### src/rtl/psram_async_wb_pkg.sv
// Shared types and timing defaults for the asynchronous PSRAM Wishbone bridge.
// Latency: n/a (declarations only). Backpressure: n/a.
// Contents: FSM state encoding, default cycle counts, BCR word, counter width helper.
package psram_async_wb_pkg;

  typedef enum logic [2:0] {
    ST_INIT  = 3'd0,
    ST_CFG   = 3'd1,
    ST_IDLE  = 3'd2,
    ST_RD    = 3'd3,
    ST_WR    = 3'd4,
    ST_RECOV = 3'd5
  } state_t;

  localparam int          DEF_POWERUP_CYCLES  = 7500;  // 150us at 50MHz
  localparam int          DEF_READ_CYCLES     = 4;
  localparam int          DEF_WRITE_CYCLES    = 4;
  localparam int          DEF_RECOVERY_CYCLES = 2;
  localparam logic [22:0] DEF_BCR_VALUE       = 23'h08_1D1F;

  // Counter wide enough for the largest cycle count plus one spare bit.
  function automatic int cnt_width(input int a, input int b, input int c, input int d);
    int m;
    m = a;
    if (b > m) m = b;
    if (c > m) m = c;
    if (d > m) m = d;
    return $clog2(m) + 1;
  endfunction

endpackage

### src/rtl/psram_async_wb_timer.sv
// Loadable saturating down-counter shared by every timed state of the bridge.
// Latency: load visible one clock later; o_zero is combinational from the count.
// Backpressure: none. Ports: i_clk, i_rst_n (sync, active-low), i_load, i_value, o_zero.
module psram_async_wb_timer #(
  parameter int W         = 4,
  parameter int RESET_VAL = 0
) (
  input  logic         i_clk,
  input  logic         i_rst_n,
  input  logic         i_load,
  input  logic [W-1:0] i_value,
  output logic         o_zero
);

  logic [W-1:0] r_cnt;

  always_ff @(posedge i_clk) begin
    if (!i_rst_n) begin
      r_cnt <= W'(RESET_VAL);
    end else if (i_load) begin
      r_cnt <= i_value;
    end else if (r_cnt != '0) begin
      r_cnt <= r_cnt - 1'b1;  // saturates at zero, never wraps
    end
  end

  assign o_zero = (r_cnt == '0);

endmodule

### src/rtl/psram_async_wb.sv
// Wishbone classic 16-bit slave driving cellular RAM in asynchronous mode, one access per bus cycle.
// Latency: ack READ_CYCLES+1 / WRITE_CYCLES+1 clocks after accept (1 for sel=00), then RECOVERY_CYCLES.
// Backpressure: requests wait (no ack) during power-up, access and recovery; dropped stb suppresses ack.
// Ports: clk_i/rst_i (sync active-low), wb_* bus side, mem_* pad side (mem_data_t=1 tristates pad).
// Optional feature: define PSRAM_BCR_INIT_EN to write BCR_VALUE to the bus configuration register after power-up.
module psram_async_wb
  import psram_async_wb_pkg::*;
#(
  parameter int          POWERUP_CYCLES  = DEF_POWERUP_CYCLES,
  parameter int          READ_CYCLES     = DEF_READ_CYCLES,
  parameter int          WRITE_CYCLES    = DEF_WRITE_CYCLES,
  parameter int          RECOVERY_CYCLES = DEF_RECOVERY_CYCLES,
  parameter logic [22:0] BCR_VALUE       = DEF_BCR_VALUE
) (
  input  logic        clk_i,
  input  logic        rst_i,
  input  logic [31:0] wb_adr_i,
  input  logic [15:0] wb_dat_i,
  output logic [15:0] wb_dat_o,
  input  logic [1:0]  wb_sel_i,
  input  logic        wb_we_i,
  input  logic        wb_cyc_i,
  input  logic        wb_stb_i,
  output logic        wb_ack_o,
  output logic [22:0] mem_addr,
  output logic        mem_clk,
  output logic        mem_cen,
  output logic        mem_cre,
  output logic        mem_oen,
  output logic        mem_wen,
  output logic        mem_adv,
  output logic        mem_ub_n,
  output logic        mem_lb_n,
  input  logic        mem_wait,
  input  logic [15:0] mem_data_i,
  output logic [15:0] mem_data_o,
  output logic        mem_data_t
);

  localparam int CW = cnt_width(POWERUP_CYCLES, READ_CYCLES, WRITE_CYCLES, RECOVERY_CYCLES);
  // Timer is loaded with N-1 so a state lasts exactly N clocks.
  localparam logic [CW-1:0] LD_RD  = CW'(READ_CYCLES - 1);
  localparam logic [CW-1:0] LD_WR  = CW'(WRITE_CYCLES - 1);
  localparam logic [CW-1:0] LD_REC = CW'(RECOVERY_CYCLES - 1);

  state_t        r_state;
  logic          r_ack, r_abort;
  logic [15:0]   r_dat_o, r_data_o;
  logic [22:0]   r_addr;
  logic          r_cen, r_oen, r_wen, r_adv, r_ub_n, r_lb_n, r_data_t;
  logic          w_req, w_accept, w_tmr_zero, w_tmr_load;
  logic [CW-1:0] w_tmr_val;
  logic          w_unused;

  assign w_unused = ^{BCR_VALUE, mem_wait, wb_adr_i[31:24], wb_adr_i[0]};
  assign w_req    = wb_cyc_i & wb_stb_i;
  // A new request is taken in IDLE or on the final recovery edge.
  assign w_accept = w_req && ((r_state == ST_IDLE) || ((r_state == ST_RECOV) && w_tmr_zero));

  always_comb begin
    w_tmr_load = 1'b0;
    w_tmr_val  = '0;
    if (w_accept) begin
      w_tmr_load = 1'b1;
      if (wb_sel_i == 2'b00) w_tmr_val = LD_REC;
      else if (wb_we_i)      w_tmr_val = LD_WR;
      else                   w_tmr_val = LD_RD;
    end else begin
      case (r_state)
`ifdef PSRAM_BCR_INIT_EN
        ST_INIT: if (w_tmr_zero) begin
          w_tmr_load = 1'b1;
          w_tmr_val  = LD_WR;
        end
`endif
        ST_CFG, ST_RD, ST_WR: if (w_tmr_zero) begin
          w_tmr_load = 1'b1;
          w_tmr_val  = LD_REC;
        end
        default: ;
      endcase
    end
  end

  psram_async_wb_timer #(
    .W         (CW),
    .RESET_VAL (POWERUP_CYCLES)
  ) u_timer (
    .i_clk   (clk_i),
    .i_rst_n (rst_i),
    .i_load  (w_tmr_load),
    .i_value (w_tmr_val),
    .o_zero  (w_tmr_zero)
  );

`ifdef PSRAM_BCR_INIT_EN
  logic r_cre;
  assign mem_cre = r_cre;
`else
  assign mem_cre = 1'b0;
`endif

  always_ff @(posedge clk_i) begin
    if (!rst_i) begin
      r_state  <= ST_INIT;
      r_ack    <= 1'b0;
      r_abort  <= 1'b0;
      r_dat_o  <= '0;
      r_data_o <= '0;
      r_addr   <= '0;
      r_cen    <= 1'b1;
      r_oen    <= 1'b1;
      r_wen    <= 1'b1;
      r_adv    <= 1'b1;
      r_ub_n   <= 1'b1;
      r_lb_n   <= 1'b1;
      r_data_t <= 1'b1;
`ifdef PSRAM_BCR_INIT_EN
      r_cre    <= 1'b0;
`endif
    end else begin
      r_adv <= 1'b0;
      r_ack <= 1'b0;
      case (r_state)
        ST_INIT: if (w_tmr_zero) begin
`ifdef PSRAM_BCR_INIT_EN
          r_state <= ST_CFG;
          r_cre   <= 1'b1;
          r_addr  <= BCR_VALUE;
          r_cen   <= 1'b0;
          r_wen   <= 1'b0;
          r_ub_n  <= 1'b0;
          r_lb_n  <= 1'b0;
`else
          r_state <= ST_IDLE;
`endif
        end
        ST_CFG: if (w_tmr_zero) begin
          r_state <= ST_RECOV;
          r_cen   <= 1'b1;
          r_wen   <= 1'b1;
          r_ub_n  <= 1'b1;
          r_lb_n  <= 1'b1;
`ifdef PSRAM_BCR_INIT_EN
          r_cre   <= 1'b0;
`endif
        end
        ST_IDLE, ST_RECOV: begin
          // Releases the write-data hold cycle; overridden below by a new write.
          r_data_t <= 1'b1;
          if (w_accept) begin
            r_addr   <= wb_adr_i[23:1];
            r_data_o <= wb_dat_i;
            r_ub_n   <= ~wb_sel_i[1];
            r_lb_n   <= ~wb_sel_i[0];
            r_abort  <= 1'b0;
            if (wb_sel_i == 2'b00) begin
              r_state <= ST_RECOV;
              r_ack   <= 1'b1;
            end else if (wb_we_i) begin
              r_state  <= ST_WR;
              r_cen    <= 1'b0;
              r_wen    <= 1'b0;
              r_data_t <= 1'b0;
            end else begin
              r_state <= ST_RD;
              r_cen   <= 1'b0;
              r_oen   <= 1'b0;
            end
          end else if ((r_state == ST_RECOV) && w_tmr_zero) begin
            r_state <= ST_IDLE;
          end
        end
        ST_RD, ST_WR: begin
          // Sticky: once the master lets go the access still finishes but is not acked.
          if (!w_req) r_abort <= 1'b1;
          if (w_tmr_zero) begin
            r_state <= ST_RECOV;
            r_ack   <= w_req & ~r_abort;
            r_cen   <= 1'b1;
            r_oen   <= 1'b1;
            r_wen   <= 1'b1;
            r_ub_n  <= 1'b1;
            r_lb_n  <= 1'b1;
            if (r_state == ST_RD) r_dat_o <= mem_data_i;
          end
        end
        default: r_state <= ST_INIT;
      endcase
    end
  end

  assign wb_ack_o   = r_ack;
  assign wb_dat_o   = r_dat_o;
  assign mem_addr   = r_addr;
  assign mem_clk    = 1'b0;
  assign mem_cen    = r_cen;
  assign mem_oen    = r_oen;
  assign mem_wen    = r_wen;
  assign mem_adv    = r_adv;
  assign mem_ub_n   = r_ub_n;
  assign mem_lb_n   = r_lb_n;
  assign mem_data_o = r_data_o;
  assign mem_data_t = r_data_t;

endmodule

### config.mk
export PLATFORM = sky130hd
export DESIGN_NAME = psram_async_wb
export DESIGN_NICKNAME = d
export VERILOG_FILES = /design/src/rtl/psram_async_wb_pkg.sv /design/src/rtl/psram_async_wb_timer.sv /design/src/rtl/psram_async_wb.sv
export SDC_FILE = /design/constraint.sdc
export NUM_CORES = 1
export LEC_CHECK = 0
export BUFFER_PORTS_ARGS = -buffer_cell sky130_fd_sc_hd__buf_2
export CAP_MARGIN = 20
export CELL_PAD_IN_SITES_DETAIL_PLACEMENT = 1
export CELL_PAD_IN_SITES_GLOBAL_PLACEMENT = 2
export CORE_MARGIN = 2
export CORE_UTILIZATION = 28
export DETAILED_ROUTE_END_ITERATION = 8
export GPL_TIMING_DRIVEN = 0
export MAX_ROUTING_LAYER = met4
export PLACE_DENSITY = 0.82
export SYNTH_ARGS = -nofsm -noshare
export SYNTH_HDL_FRONTEND = slang
export SYNTH_SLANG_ARGS = --single-unit
### constraint.sdc
create_clock -name clk_i -period 2.5 [get_ports clk_i]
set_input_delay 0.125 -clock clk_i [delete_from_list [all_inputs] [get_ports clk_i]]
set_output_delay 0.125 -clock clk_i [all_outputs]
set_load 0.02 [all_outputs]
==> results of run 1 <==
-- power by group --
group | internal, uW | switching (uW) | total, uW
clock | 668 | 536 | 1200
combinational | 79.8 | 103 | 183
sequential | 1300 | 11.3 | 1310
total | 2050 | 651 | 2700
-- area by class of cell --
| type | instances | area, um2 | share of cell area (%) |
|---|---|---|---|
| inverters | 5 | 18.77 | 0.3955 |
| well taps | 172 | 215.2 | 4.535 |
| flip-flops and latches | 81 | 1622 | 34.17 |
| repair buffers | 123 | 615.6 | 12.97 |
| clock buffers | 10 | 229.0 | 4.825 |
| plain buffers | 33 | 156.4 | 3.296 |
| clock inverters | 5 | 32.53 | 0.6855 |
| multi-input cells | 302 | 1857 | 39.12 |
-- flip-flops by register name (all words and copies together), names as in the netlist --
| name | flops |
|---|---|
| mem_addr | 23 |
| mem_adv | 1 |
| mem_cen | 1 |
| mem_data_o | 16 |
| mem_data_t | 1 |
| mem_lb_n | 1 |
| mem_oen | 1 |
| mem_ub_n | 1 |
| mem_wen | 1 |
| r_abort | 1 |
| r_state | 3 |
| u_timer.r_cnt | 14 |
| wb_ack_o | 1 |
| wb_dat_o | 16 |
-- critical path, cell delays in order, from the launching register on --
cell and delay, ns:
dfxtp_1 0.33, inv_1 0.06, ha_1 0.21, nor4b_2 0.37, nand4_2 0.38, or4_1 0.62
a31o_1 0.21
-- placed cells by master, fill, tap and decap left out, drive strengths merged, types with 3 or more instances in the layout --
master    n
a211oi    4
a21oi    24
a22oi     3
a31oi     4
and2      3
and3      5
buf     133
clkbuf   33
clkinv    4
dfxtp    81
inv       6
mux2i    43
nand2    84
nand3    17
nand4     4
nor2     13
nor2b     7
nor3      8
o21a      4
o21ai    31
o31ai     6
or2       3
or3       4
or4       4
-- routing by layer --
metal | share of wire [%] | wire [um] | GRT usage (%) | vias up
li1 | - | - | - | 1752
met1 | 45 | 5172 | 20.82 | 1705
met2 | 50 | 5717 | 28.56 | 85
met3 | 4.3 | 496 | 3.924 | 11
met4 | 1.1 | 122 | 5.271 | 0
met5 | 0 | 0 | - | -
-- worst min path at each step --
stage | from | endpoint | cells after the start
final | wb_adr_i[7] | mem_addr[6] | 3
after CTS | wb_adr_i[7] | mem_addr[6] | 3
after global placement | wb_adr_i[23] | mem_addr[22] | 3
after floorplan | wb_adr_i[1] | mem_addr[0] | 2
after global routing | wb_dat_i[13] | mem_data_o[13] | 3
after detailed placement | wb_dat_i[14] | mem_data_o[14] | 3
-- per-stage QoR --
stage	utilization, %	cells	hold slack [ns]	total power [uW]
final	37.61	731	0.02580	2699
after detailed placement	35.39	716	0.3806	1523
after global routing	37.61	731	0.02284	2819
after floorplan	-	421	0.2638	1439
after CTS	37.46	731	0.01274	2734
after global placement	35.39	716	0.3694	1519
-- logic make-up (layout without fill, tap and decap cells) --
family | after synthesis | after routing | synth area share [%]
buf+inv | 38 | 176 | 4.824
flops | 81 | 81 | 44.66
xor+xnor | 2 | 2 | 0.4825
mux | 43 | 43 | 11.85
other cells | 1 | 2 | 0.1033
simple gates | 164 | 164 | 22.23
compound gates | 90 | 90 | 15.51
fa+ha+maj | 1 | 1 | 0.3445
==> key figures, run 1 <==
Power
  – Static leakage: between 0.002 and 0.0025 uW
  – Power Dens Cells: about 570 nW/um2
  – Worst IR drop on VDD: roughly 0.34 mV

Final layout
  – Final-stage net count: 628
  – Area growth from synthesis to layout: 30.70%
  – N_diodes: 0
  – Layout cells sized above 1: roughly 29%
  – Finished layout cell area: 4746 um2
  – Filler instances: 1588

Detailed routing
  – Routed vias/inst: 4.860
  – Initial DRT Pass Iterations: 4
  – DRT antenna net count: 0
  – DRC: 0
  – Initial DRC Count: between 100 and 150
  – Drt total wl: 11510 um
  – Via count: 3553
  – Drt wl/cell: 15.74 um

Setup path
  – Worst endpoint required time: 2.73 ns
  – Crit-path max FO: 10
  – Kind of critical path: reg -> reg
  – R2R Setup Slk: approximately 0.21 ns
  – CP arrival: approximately 2.5 ns
  – CP Launch Type: flop
  – Crit path from: u_timer.r_cnt[0]
  – Launch point of the worst reg-to-reg path: u_timer.r_cnt[0]
  – CP endpoint kind: flop
  – Critical path endpoint: mem_cen
  – Reg2Reg Depth: 6
  – End of the worst register-to-register path: mem_cen

Clocking
  – Clk sinks: 81
  – # hold bufs at CTS: 0
  – CTS buffer count: 9
  – Clock transition at path regs: 0.06 ns
  – Root Buffer: clkbuf_16
  – H-tree lvl count: 3
  – Clock insertion delay at the later pin of the skew report: about 0.34 ns
  – CTS tree: done
  – Setup repair bufs after CTS: 0
  – Post-CTS Resized: 0
  – CTS max path bufs: 2

Synthesis
  – Synth unique cells: 55
  – Yosys reg bits: between 80 and 90
  – Ys flop type: dfxtp_1
  – Post-Syn Instances: 420
  – Seq/Total Area, Yosys: between 40% and 50%
  – EDFF count, synth: 0
  – Mapped Area: between 3000 and 4000 um2
  – Avg Synthesized Cell Area: around 8.6 um2
  – Synth async-reset ratio: 0%
  – Syn. warnings: 0
  – Commonest cells in the synthesized netlist: 84 x nand2_1, 81 x dfxtp_1, 43 x mux2i_1, 30 x o21ai_0, 24 x a21oi_1
  – Post-synth top area share: 44.66%
  – Cell with the most instances after synthesis: nand2_1
  – Top cells by area, synth: dfxtp_1 45%, mux2i_1 12%, nand2_1 8.7%, o21ai_0 4.1%, a21oi_1 3.3%
  – Post-synth top area cell: dfxtp_1

Timing
  – Worst Slack Setup Final: 0.2145 ns
  – Slew margin rel.: 64.54%
  – Clock period minus worst slack: about 2.3 ns
  – Final Skew: roughly 0.0053 ns
  – Setup tns final: 0 ns
  – F_max: about 440 MHz
  – RSZ-0062 raised after global routing: false
  – Final period util: between 90 and 100%
  – Final setup vio count: 0
  – Worst-Margin Slew: between 0.5 and 0.6 ns
  – Fin. Hold Viols: 0
  – Slew Limit Fails: 0

Floorplanning
  – Floorplan core area: approximately 13000 um2
  – Initial Util: ~29%
  – # rows: 41
  – Die height: 117.9 um
  – Io pins: between 100 and 150
  – Die Wd: roughly 120 um
  – Die area: approximately 14000 um2

Placed design
  – Placed Instance Area: around 4500 um2
  – Detail Placement HPWL: between 8000 and 9000 um
  – Place WS: between 0.04 and 0.05 ns
  – Gpl congestion: ~0.80
  – IO buf count: 123

Outcome
  – Outcome: finished, final reports clean

GRT
  – Gr usage total: between 15 and 20%
  – First-pass GRT wire length: between 15000 and 20000 um
  – Total gr overflow: 0
  – Vias in the first global route: between 3000 and 4000
  – Largest net degree at the start of global routing: 14
  – Initial antenna violation count: 0

Run
  – # Max-Cap Violations: 0

Hold path
  – Worst Hold Class: in -> reg
No activity file was read; power rests on OpenSTA's default activity.
==> inputs of run 2 (changes only) <==
--- a/config.mk
+++ b/config.mk
@@ -5,16 +5,18 @@
 export SDC_FILE = /design/constraint.sdc
 export NUM_CORES = 1
 export LEC_CHECK = 0
+export ABC_AREA = 1
 export BUFFER_PORTS_ARGS = -buffer_cell sky130_fd_sc_hd__buf_2
 export CAP_MARGIN = 20
 export CELL_PAD_IN_SITES_DETAIL_PLACEMENT = 1
 export CELL_PAD_IN_SITES_GLOBAL_PLACEMENT = 2
 export CORE_MARGIN = 2
-export CORE_UTILIZATION = 28
+export CORE_UTILIZATION = 25
+export CTS_CLUSTER_DIAMETER = 200
 export DETAILED_ROUTE_END_ITERATION = 8
 export GPL_TIMING_DRIVEN = 0
 export MAX_ROUTING_LAYER = met4
-export PLACE_DENSITY = 0.82
+export PLACE_DENSITY = 0.8
 export SYNTH_ARGS = -nofsm -noshare
 export SYNTH_HDL_FRONTEND = slang
 export SYNTH_SLANG_ARGS = --single-unit
==> run 2 against run 1 <==
  * Setup slack gained 0.23 ns
  * Sequential power grew 14%
  * Register-to-register slack gained 0.23 ns
  * Clock-buffer cell count grew 2
  * Non-clock buffer count shrank 4
  * Final cell count grew 3.0%
  * Worst hold slack lost 0.014 ns
  * Design area shrank 5.1%
  * Largest cell class is now sequential cells
  * Synthesized cell count grew 3.3%
  * Clock skew grew 0.0012 ns
==> key figures, run 2 <==
Synthesis
  – Ys flop type: dfxtp_1
  – EDFF count, synth: 0
  – Post-synth top area share: 49.50%
  – Post-synth top area cell: dfxtp_1
  – Top cells by area, synth: dfxtp_1 50%, nor2_1 15%, o21ai_0 8.3%, nand2_1 6.1%, inv_1 2.3%
  – Post-Syn Instances: 434
  – Seq/Total Area, Yosys: between 40% and 50%
  – Commonest cells in the synthesized netlist: 133 x nor2_1, 81 x dfxtp_1, 54 x o21ai_0, 53 x nand2_1, 20 x inv_1
  – Mapped Area: 3276 um2
  – Synth async-reset ratio: 0%
  – Yosys reg bits: 81
  – Synth unique cells: 37
  – Avg Synthesized Cell Area: roughly 7.5 um2
  – Cell with the most instances after synthesis: nor2_1
  – Syn. warnings: 0

Power
  – Worst IR drop on VDD: around 0.33 mV
  – Static leakage: ~0.0021 uW
  – Power Dens Cells: around 800 nW/um2

Clocking
  – Setup repair bufs after CTS: 0
  – Clock transition at path regs: about 0.060 ns
  – CTS tree: done
  – CTS buffer count: 9
  – CTS max path bufs: 2
  – # hold bufs at CTS: 8
  – H-tree lvl count: 3
  – Root Buffer: clkbuf_16
  – Clk sinks: 81
  – Post-CTS Resized: 0
  – Clock insertion delay at the later pin of the skew report: approximately 0.34 ns

Timing
  – Worst-Margin Slew: about 0.66 ns
  – Final Skew: 0.006475 ns
  – F_max: 485.7 MHz
  – Final period util: ~82%
  – Fin. Hold Viols: 0
  – Clock period minus worst slack: 2.059 ns
  – RSZ-0062 raised after global routing: false
  – Slew Limit Fails: 0
  – Final setup vio count: 0
  – Setup tns final: 0 ns
  – Slew margin rel.: 56.25%

Hold path
  – Hold path cells: 3
  – Worst Hold Class: in -> reg

Final layout
  – Area growth from synthesis to layout: 37.43%
  – Final-stage net count: 650
  – Leading cell types in the layout, fill and taps excluded: 133 x nor2_1, 130 x buf_2, 81 x dfxtp_1
  – Layout cells sized above 1: ~29%
  – Flip-flop and latch area: between 1500 and 2000 um2
  – Finished layout cell area: between 4000 and 5000 um2
  – Most common cell after layout, fill and taps aside: nor2_1
  – Area of the multi-input gates: 1451 um2
  – Largest register FFs: 23
  – Filler instances: roughly 1600
  – N_diodes: 0

Setup path
  – R2R Setup Slk: about 0.44 ns
  – Slowest CP cell: nor3_4
  – CP Launch Type: flop
  – Kind of critical path: reg -> reg
  – Slowest stage delay, CP: 0.36 ns
  – Crit path cell chain: inv_1 > ha_1 > nand2_2 > nor2_4 > nand2_4 > nor3_4 > inv_4 > buf_6 > nor2_1 > nor2_1
  – End of the worst register-to-register path: wb_dat_o[6]
  – Crit. path cell count: 10
  – Reg2Reg Depth: 10
  – Most common cell on crit path: nor2_1
  – Crit-path max FO: 10
  – Critical path endpoint: wb_dat_o[6]
  – Delay-heaviest family, CP: simple AND/OR/NAND/NOR gates
  – Crit path from: u_timer.r_cnt[0]
  – CP endpoint kind: flop
  – CP arrival: 2.29 ns
  – Buf/Inv on CP: 3
  – Worst endpoint required time: ~2.7 ns
  – Launch point of the worst reg-to-reg path: u_timer.r_cnt[0]

GRT
  – Initial antenna violation count: 0
  – First-pass GRT wire length: between 15000 and 20000 um
  – Total gr overflow: 0
  – Gr usage total: ~15%
  – Vias in the first global route: between 3000 and 4000
  – Largest net degree at the start of global routing: 13

Placed design
  – Placed Instance Area: 4110 um2
  – IO buf count: 123
  – Detail Placement HPWL: around 7600 um
  – Gpl congestion: 0.7851

Detailed routing
  – Initial DRT Pass Iterations: 4
  – Drt wl/cell: 13.24 um
  – Initial DRC Count: around 130
  – DRT antenna net count: 0
  – Drt total wl: roughly 10000 um
  – Routed vias/inst: around 4.4
  – Via count: between 3000 and 4000
  – DRC: 0

Outcome
  – Outcome: finished, final reports clean

Floorplanning
  – # rows: between 40 and 50
  – Io pins: approximately 140
  – Initial Util: between 20% and 30%
  – Die Wd: 118.5 um
  – Floorplan core area: around 13000 um2
  – Die height: ~120 um
  – Die area: between 10000 and 15000 um2

Run
  – # Max-Cap Violations: 0
[run 2: worst min path at each step]
stage / from / endpoint / slack [ns]
after floorplan: mem_data_i[5] / wb_dat_o[5] / 0.25
after global placement: mem_data_i[14] / wb_dat_o[14] / 0.35
after detailed placement: mem_data_i[11] / wb_dat_o[11] / 0.36
after CTS: mem_data_i[4] / wb_dat_o[4] / 0.0008
after global routing: mem_data_i[15] / wb_dat_o[15] / 0.02
final: mem_data_i[15] / wb_dat_o[15] / 0.01
[run 2: logic make-up after synthesis]
| family | share of synthesized area [%] |
|---|---|
| flip-flops | 49.50 |
| AO/OA/AOI/OAI | 12.26 |
| other | 0.1145 |
| XOR/XNOR | 2.941 |
| buffers and inverters | 6.302 |
| AND/OR/NAND/NOR | 28.49 |
| adder cells (fa/ha/maj) | 0.3819 |
[run 2: metrics by stage]
step | setup WS (ns) | util (%) | hold slack, ns | power (uW) | instances
after floorplan | 0.8182 | - | 0.2532 | 2012 | 435
after global placement | 0.4694 | 32.31 | 0.3460 | 2235 | 730
after detailed placement | 0.4513 | 32.31 | 0.3578 | 2262 | 730
after CTS | 0.4133 | 35.39 | 0.0008163 | 3709 | 753
after global routing | 0.1957 | 35.39 | 0.01725 | 3875 | 753
final | 0.4411 | 35.39 | 0.01179 | 3645 | 753
[run 2: worst register-to-register path: stages (launching register included)]
cell and delay (ns):
dfxtp_1 0.34, inv_1 0.11, ha_1 0.29, nand2_2 0.12
nor2_4 0.18, nand2_4 0.13, nor3_4 0.37, inv_4 0.10
buf_6 0.17, nor2_1 0.10, nor2_1 0.05
[run 2: layer usage]
metal | GRT usage [%] | wire (um) | vias to the layer above
li1 | - | - | 1667
met2 | 24.24 | 4498 | 99
met5 | - | 0 | -
met1 | 18.54 | 4767 | 1511
met4 | 6.250 | 178 | 0
met3 | 3.475 | 525 | 14
[run 2: area by class of cell]
cell class / count / area share (%)
plain buffers: 21 / 2.696
clock buffers: 12 / 5.475
flip-flops and latches: 81 / 36.02
clock inverters: 3 / 1.445
well taps: 172 / 4.780
inverters: 22 / 1.890
repair buffers: 131 / 15.45
multi-input cells: 311 / 32.24
[run 2: power by group]
group | switching [uW] | internal, uW | total [uW]
registers | 86.1 | 1400 | 1490
clock network | 514 | 895 | 1410
logic | 471 | 275 | 746
total | 1070 | 2570 | 3650
